--- config.mk ---
export PLATFORM = sky130hd
export DESIGN_NAME = rbe_scale_ctrl
export DESIGN_NICKNAME = d
export VERILOG_FILES = /design/src/rtl/rbe_package.sv /design/src/rtl/rbe_scale_ctrl_cnt.sv /design/src/rtl/rbe_scale_ctrl.sv
export SDC_FILE = /design/constraint.sdc
export NUM_CORES = 1
export LEC_CHECK = 0
export CORE_AREA = 2 2 113 104
export CTS_CLUSTER_DIAMETER = 60
export DETAILED_ROUTE_END_ITERATION = 16
export DIE_AREA = 0 0 115 106
export PLACE_DENSITY = 0.57
export SLEW_MARGIN = 30
export SYNTH_ARGS = -nofsm -noshare
export SYNTH_HDL_FRONTEND = slang
export SYNTH_SLANG_ARGS = --single-unit
export TNS_END_PERCENT = 1
--- constraint.sdc ---
create_clock -name clk_i -period 7.25 [get_ports clk_i]
set_input_delay 2.175 -clock clk_i [delete_from_list [all_inputs] [get_ports clk_i]]
set_output_delay 2.175 -clock clk_i [all_outputs]
set_load 0.01 [all_outputs]
--- src/rtl/rbe_package.sv ---
// Shared RBE types: scale-stage control/flag structs and the scale sequencer state enum.
// Fields marked with RBE_SCALE_CTRL_SIGNED_EN exist only when signed products are enabled.
package rbe_package;

    localparam int RBE_N_SHIFTS = 16;
    localparam int RBE_SEL_W    = $clog2(RBE_N_SHIFTS);
    localparam int RBE_BW_MAX   = 8;
    localparam int RBE_BW_W     = $clog2(RBE_BW_MAX + 1);
    localparam int RBE_TILE_W   = 16;

    typedef struct packed {
        logic [RBE_SEL_W-1:0] shift_sel;
    } ctrl_scale_t;

    typedef struct packed {
        logic [RBE_BW_W-1:0]   qa;
        logic [RBE_BW_W-1:0]   qw;
        logic [RBE_TILE_W-1:0] n_tiles;
`ifdef RBE_SCALE_CTRL_SIGNED_EN
        logic                  signed_a;
        logic                  signed_w;
`endif
    } ctrl_scale_ctrl_t;

    typedef struct packed {
        logic busy;
        logic done;
        logic err;
        logic clear;
        logic last;
    } flags_scale_ctrl_t;

    typedef enum logic [1:0] {
        SCALE_CTRL_IDLE,
        SCALE_CTRL_RUN,
        SCALE_CTRL_DONE
    } scale_ctrl_state_e;

    // The largest shift a job can request is qa+qw-2, so it must index inside the shifter.
    function automatic logic scale_cfg_invalid(input int qa, input int qw, input int n_tiles,
                                               input int bw_max, input int n_shifts);
        return (qa == 0) || (qw == 0) || (qa > bw_max) || (qw > bw_max) ||
               (n_tiles == 0) || (qa + qw - 2 >= n_shifts);
    endfunction

endpackage

--- src/rtl/rbe_scale_ctrl_cnt.sv ---
// Index counter for the scale sequencer: steps on inc_i and wraps to zero after term_i.
module rbe_scale_ctrl_cnt #(
    parameter int W = 4
) (
    input  logic         clk_i,
    input  logic         rst_i,
    input  logic         clear_i,
    input  logic         inc_i,
    input  logic [W-1:0] term_i,
    output logic [W-1:0] count_o
);

    always_ff @(posedge clk_i) begin
        if (rst_i || clear_i) begin
            count_o <= '0;
        end else if (inc_i) begin
            count_o <= (count_o == term_i) ? '0 : count_o + W'(1);
        end
    end

endmodule

--- src/rtl/rbe_scale_ctrl.sv ---
// RBE scale-stage sequencer: walks every (weight bit, activation bit) pair per tile.
// Optional signed products are enabled with the macro RBE_SCALE_CTRL_SIGNED_EN.
module rbe_scale_ctrl
    import rbe_package::*;
#(
    parameter int N_SHIFTS = 16,
    parameter int BW_MAX   = 8,
    parameter int TILE_W   = 16,
    localparam int SEL_W   = $clog2(N_SHIFTS),
    localparam int BW_W    = $clog2(BW_MAX + 1)
) (
    input  logic              clk_i,
    input  logic              rst_i,
    input  logic              start_i,
    input  logic [BW_W-1:0]   qa_i,
    input  logic [BW_W-1:0]   qw_i,
    input  logic [TILE_W-1:0] n_tiles_i,
    input  logic              beat_valid_i,
    input  logic              beat_ready_i,
`ifdef RBE_SCALE_CTRL_SIGNED_EN
    input  logic              signed_a_i,
    input  logic              signed_w_i,
    output logic              neg_o,
`endif
    output logic              enable_o,
    output logic [SEL_W-1:0]  shift_sel_o,
    output logic              clear_o,
    output logic              last_o,
    output logic              done_o,
    output logic              err_o,
    output logic              busy_o
);

    scale_ctrl_state_e state;
    flags_scale_ctrl_t flags;

    logic [BW_W-1:0]   qa_q, qw_q, qa_m1, qw_m1;
    logic [TILE_W-1:0] n_tiles_q, tiles_m1;
    logic [BW_W-1:0]   a_idx, w_idx;
    logic [TILE_W-1:0] tile_idx;
    logic [BW_W:0]     idx_sum;
    logic              err_q;
    logic              run, accept, a_last, w_last, tile_last;
    logic              w_inc, tile_inc, job_end, cfg_bad, start_ok;

    assign run       = (state == SCALE_CTRL_RUN);
    assign accept    = run && beat_valid_i && beat_ready_i;
    assign qa_m1     = qa_q - BW_W'(1);
    assign qw_m1     = qw_q - BW_W'(1);
    assign tiles_m1  = n_tiles_q - TILE_W'(1);
    assign a_last    = (a_idx == qa_m1);
    assign w_last    = (w_idx == qw_m1);
    assign tile_last = (tile_idx == tiles_m1);
    assign w_inc     = accept && a_last;
    assign tile_inc  = w_inc && w_last;
    assign job_end   = tile_inc && tile_last;

    assign cfg_bad  = scale_cfg_invalid(int'(qa_i), int'(qw_i), int'(n_tiles_i), BW_MAX, N_SHIFTS);
    assign start_ok = (state == SCALE_CTRL_IDLE) && start_i && !cfg_bad;

    // Activation index is the inner loop; weight and tile indices carry from it.
    rbe_scale_ctrl_cnt #(.W(BW_W)) u_a_cnt (
        .clk_i   (clk_i),
        .rst_i   (rst_i),
        .clear_i (start_ok),
        .inc_i   (accept),
        .term_i  (qa_m1),
        .count_o (a_idx)
    );

    rbe_scale_ctrl_cnt #(.W(BW_W)) u_w_cnt (
        .clk_i   (clk_i),
        .rst_i   (rst_i),
        .clear_i (start_ok),
        .inc_i   (w_inc),
        .term_i  (qw_m1),
        .count_o (w_idx)
    );

    rbe_scale_ctrl_cnt #(.W(TILE_W)) u_tile_cnt (
        .clk_i   (clk_i),
        .rst_i   (rst_i),
        .clear_i (start_ok),
        .inc_i   (tile_inc),
        .term_i  (tiles_m1),
        .count_o (tile_idx)
    );

`ifdef RBE_SCALE_CTRL_SIGNED_EN
    logic signed_a_q, signed_w_q;
`endif

    always_ff @(posedge clk_i) begin
        if (rst_i) begin
            state     <= SCALE_CTRL_IDLE;
            qa_q      <= '0;
            qw_q      <= '0;
            n_tiles_q <= '0;
            err_q     <= 1'b0;
`ifdef RBE_SCALE_CTRL_SIGNED_EN
            signed_a_q <= 1'b0;
            signed_w_q <= 1'b0;
`endif
        end else begin
            err_q <= 1'b0;
            case (state)
                SCALE_CTRL_IDLE: begin
                    if (start_i) begin
                        qa_q      <= qa_i;
                        qw_q      <= qw_i;
                        n_tiles_q <= n_tiles_i;
`ifdef RBE_SCALE_CTRL_SIGNED_EN
                        signed_a_q <= signed_a_i;
                        signed_w_q <= signed_w_i;
`endif
                        if (cfg_bad) begin
                            err_q <= 1'b1;
                        end else begin
                            state <= SCALE_CTRL_RUN;
                        end
                    end
                end
                SCALE_CTRL_RUN: begin
                    if (job_end) begin
                        state <= SCALE_CTRL_DONE;
                    end
                end
                SCALE_CTRL_DONE: state <= SCALE_CTRL_IDLE;
                default:         state <= SCALE_CTRL_IDLE;
            endcase
        end
    end

    // Outputs decode only registered state, so nothing from the inputs reaches them combinationally.
    assign idx_sum = {1'b0, a_idx} + {1'b0, w_idx};

    always_comb begin
        flags       = '0;
        flags.busy  = (state != SCALE_CTRL_IDLE);
        flags.done  = (state == SCALE_CTRL_DONE);
        flags.err   = err_q;
        flags.clear = run && (a_idx == '0) && (w_idx == '0);
        flags.last  = run && a_last && w_last;
    end

    assign enable_o    = run;
    assign shift_sel_o = run ? SEL_W'(idx_sum) : '0;
    assign clear_o     = flags.clear;
    assign last_o      = flags.last;
    assign done_o      = flags.done;
    assign err_o       = flags.err;
    assign busy_o      = flags.busy;

`ifdef RBE_SCALE_CTRL_SIGNED_EN
    assign neg_o = run && ((signed_w_q && w_last) ^ (signed_a_q && a_last));
`endif

endmodule
==> results.md <==
* Outcome: finished clean
* Period utilisation layout at 0.656
* ANT cells at 0
* Max_slew headroom at 0.410
* Avg Inst Size Synth at 7.91 µm²
* Switch Pwr at 0.174 mW
* Synth warn at 0
* Die X-Extent at 115 µm
* Max stage delay cell, worst path: or4_1
* First-pass GRT wire length at around 13000 µm
* Synth area leaders: dfxtp_1 (31%), xnor2_1 (9.7%), nand2_1 (7.4%)
* First drt pass iteration count at 4
* Proportion of layout cells with a drive suffix above 1 at 0.0412
* Max H-tree Level at 2
* Hold depth at 2
* Yosys cell types at between 60 and 70
* Cell Area, Synth at 3240 µm²
* Crit path max-delay family: simple AND/OR/NAND/NOR gates
* Worst Path Required at roughly 5.1 ns
* Final Skew at 0.00434 ns
* Clk pwr share at 0.349
* Initial antenna violation count at 0
* DRC viols at 0
* Hold_ws at around 0.47 ns
* Largest area contributor in the synthesized netlist: dfxtp_1
* CTS hold repair buffers at 0
* Final worst path period need at 4.76 ns
* Register area share after synthesis at 0.315
* F_max at 210 MHz
* Vias in the first global route at 2596
* R2R cell count at 9
* Post-Synth Simple-Gate Area at 0.285
* Hold WC Path Type: reg2reg
* Most common cell after layout, fill and taps aside: nand2_1
* RD Place Congestion at 0.791
* Critical-path cell list: inv_1 > ha_1 > xnor2_1 > or4_1 > nor3_1 > clkdlybuf4s50_1
* DR vias at 2823
* Core area at between 10000 and 15000 µm²
* Area share of the largest cell type after synthesis at 0.315
* Reg-to-reg startpoint: n_tiles_q[0]
* Arr. time, crit path at between 2 and 3 ns
* Most frequent cells in the layout: nand2_1 (64), dfxtp_1 (51), clkdlybuf4s50_1 (37), xnor2_1 (36)
* Worst-path fanout max at 4
* Leakage power at 1.41 nW
* Int Pwr at roughly 0.47 mW
* Critical Path Max Stage Delay at 0.58 ns
* GRT overflow at 0
* Post-Syn Nets at approximately 460
* Mux share of post-synthesis cell area at 0.00656
* # Post-CTS Setup Buffers at 0
* Post-Synth Adder-Cell Area at 0.0679
* Final Hold Viols at 0
* CTS Buf Count at 5
* Final WL at ~7500 µm
* Post-synth EDFFs at 0
* CTS tree: done
* RR Endpoint: u_tile_cnt.count_o[0]
* Slew Viols, Final at 0
* CTS Buffer Depth at 2
* Via/cell ratio at between 4 and 5
* CTS-repair resized insts at 0
* Seq pwr share at 0.465
* Asr flop ratio synth at 0
* Final setup fails at 0
* Largest net degree at the start of global routing at 29
* Largest family of logic cells by synthesized area: simple AND/OR/NAND/NOR gates
* Die Ht at 106 µm
* Initial Util at 0.292
* Worst Setup End Kind: output pin
* Final ANT Viol Nets at 0
* Maximum vdd ir drop at roughly 0.00011 V
* TritonCTS Sinks at 51
* P per Cell Area at 169 nW/µm²
* DP Wirelength at 6020 µm
* Drt wl/cell at 13.1 µm
* Crit path buf inv count at 2
* Die footprint at ~12000 µm²
* Synth Area in Compound Gates at 0.120
* Max cap viols at 0
* Worst Hold Launch: qw_q[3]
* Sw frac at 0.269
* Reg2Reg Setup Slack at just over 4 ns
* Critical path class: reg2out
* I/O pin total at 39
* Synthesized flop and latch total at 51
* Tot GR Track Use at 0.131
* Nets at 482
* Worst Tran Pin Value at 0.879 ns
* CTS root buffer: clkbuf_16
* Row count at 37
* RSZ-0062 raised after global routing: no
* Critical path launch point type: flop
* Iter 0 DRT Violations at 106
* Port Buffer Count at 38
* Post-synth top flop: dfxtp_1
* Cells after Synth at 410
* Final setup TNS at 0 ns
* Combinational share of power at 0.185
* Worst Hold Path EP: qw_q[3]
* Clk_lat worst skew at 0.29 ns
* Synth Area in XOR/XNOR at 0.147
* Final Power at 0.647 mW
* Area Growth Syn to Fin at 18.2%
* Clock-pin slew on the worst setup and hold paths at 0.06 ns
==> state kept, by name (all words and copies together) (netlist names) <==
register / cells
state: 2
n_tiles_q: 16
qa_q: 4
u_tile_cnt.count_o: 16
u_a_cnt.count_o: 4
err_o: 1
u_w_cnt.count_o: 4
qw_q: 4
==> power groups by stage <==
| stage | registers (mW) | clock network, mW | logic, mW |
|---|---|---|---|
| after floorplan | 0.304 | 0 | 0.0871 |
| after global placement | 0.308 | 0 | 0.117 |
| after detailed placement | 0.308 | 0 | 0.121 |
| after CTS | 0.301 | 0.231 | 0.122 |
| after global routing | 0.303 | 0.243 | 0.134 |
| final | 0.301 | 0.226 | 0.120 |
==> cell type report <==
| type | instances | area, µm² |
|---|---|---|
| Clock buffer | 7 | 133 |
| Clock inverter | 1 | 5.00 |
| Fill cell | 1169 | 7280 |
| Inverter | 26 | 97.6 |
| Multi-Input combinational cell | 314 | 2030 |
| Sequential cell | 51 | 1020 |
| Tap cell | 136 | 170 |
| Timing Repair Buffer | 38 | 375 |
==> kinds of logic (layout without fill, tap and decap cells) <==
kind of cell / after synthesis / in the layout
AO/OA/AOI/OAI: 57 / 57
XOR/XNOR: 53 / 53
flip-flops: 51 / 51
buffers and inverters: 45 / 72
multiplexers: 2 / 2
adder cells (fa/ha/maj): 17 / 17
AND/OR/NAND/NOR: 185 / 185
==> worst register-to-register path, delay by kind of cell (launching register included) <==
kind / cells / cell delay [ns]
compound gates: 2 / 0.73
xor+xnor: 1 / 0.15
fa+ha+maj: 1 / 0.35
buf+inv: 1 / 0.09
flops: 1 / 0.38
mux: 1 / 0.31
simple gates: 3 / 1.06
==> stage by stage <==
| step | instances | setup slack [ns] | utilization | instance area [µm²] |
|---|---|---|---|---|
| CTS | 573 | 2.47 | 0.346 | 3840 |
| detailed placement | 565 | 2.35 | 0.333 | 3700 |
| global placement | 565 | 2.45 | 0.333 | 3700 |
| floorplan | 410 | 3.08 | - | 3240 |
| finish | 573 | 2.49 | 0.345 | 3830 |
| global route | 573 | 2.37 | 0.345 | 3830 |
==> synth_stat cells, types with 2 or more instances <==
library cell / number
o211ai_1: 3
buf_6: 2
and2_1: 2
and4_1: 2
clkbuf_1: 14
and4b_1: 2
o21bai_1: 2
inv_1: 26
nand3_1: 18
ha_1: 16
nor4b_1: 2
dfxtp_1: 51
a21oi_1: 32
nor4_1: 9
or2b_1: 2
nand4_1: 7
xnor2_1: 36
nand2_1: 64
nor3_1: 18
nor2_1: 32
nor2_4: 2
nand3b_1: 2
nand2b_1: 4
or4_1: 2
and3_1: 6
xor2_1: 16
==> routing by layer <==
metal,track usage,vias up,part of all wire
met5,0,-,0
met4,0.0370,0,0.013
met3,0.0234,10,0.037
met2,0.205,51,0.46
met1,0.184,1312,0.49
li1,-,1450,-
==> worst max path at each step <==
| stage | startpoint | endpoint | cells past startpoint |
|---|---|---|---|
| 4_1_cts | qw_q[0] | last_o | 6 |
| 5_1_grt | qw_q[0] | last_o | 6 |
| 6_report | qw_q[0] | last_o | 6 |
| 2_1_floorplan | qa_i[2] | u_tile_cnt.count_o[0] | 12 |
| 3_3_place_gp | qa_i[2] | u_tile_cnt.count_o[0] | 12 |
| 3_5_place_dp | qw_i[2] | u_tile_cnt.count_o[0] | 12 |
(Power assumes the default switching activity.)
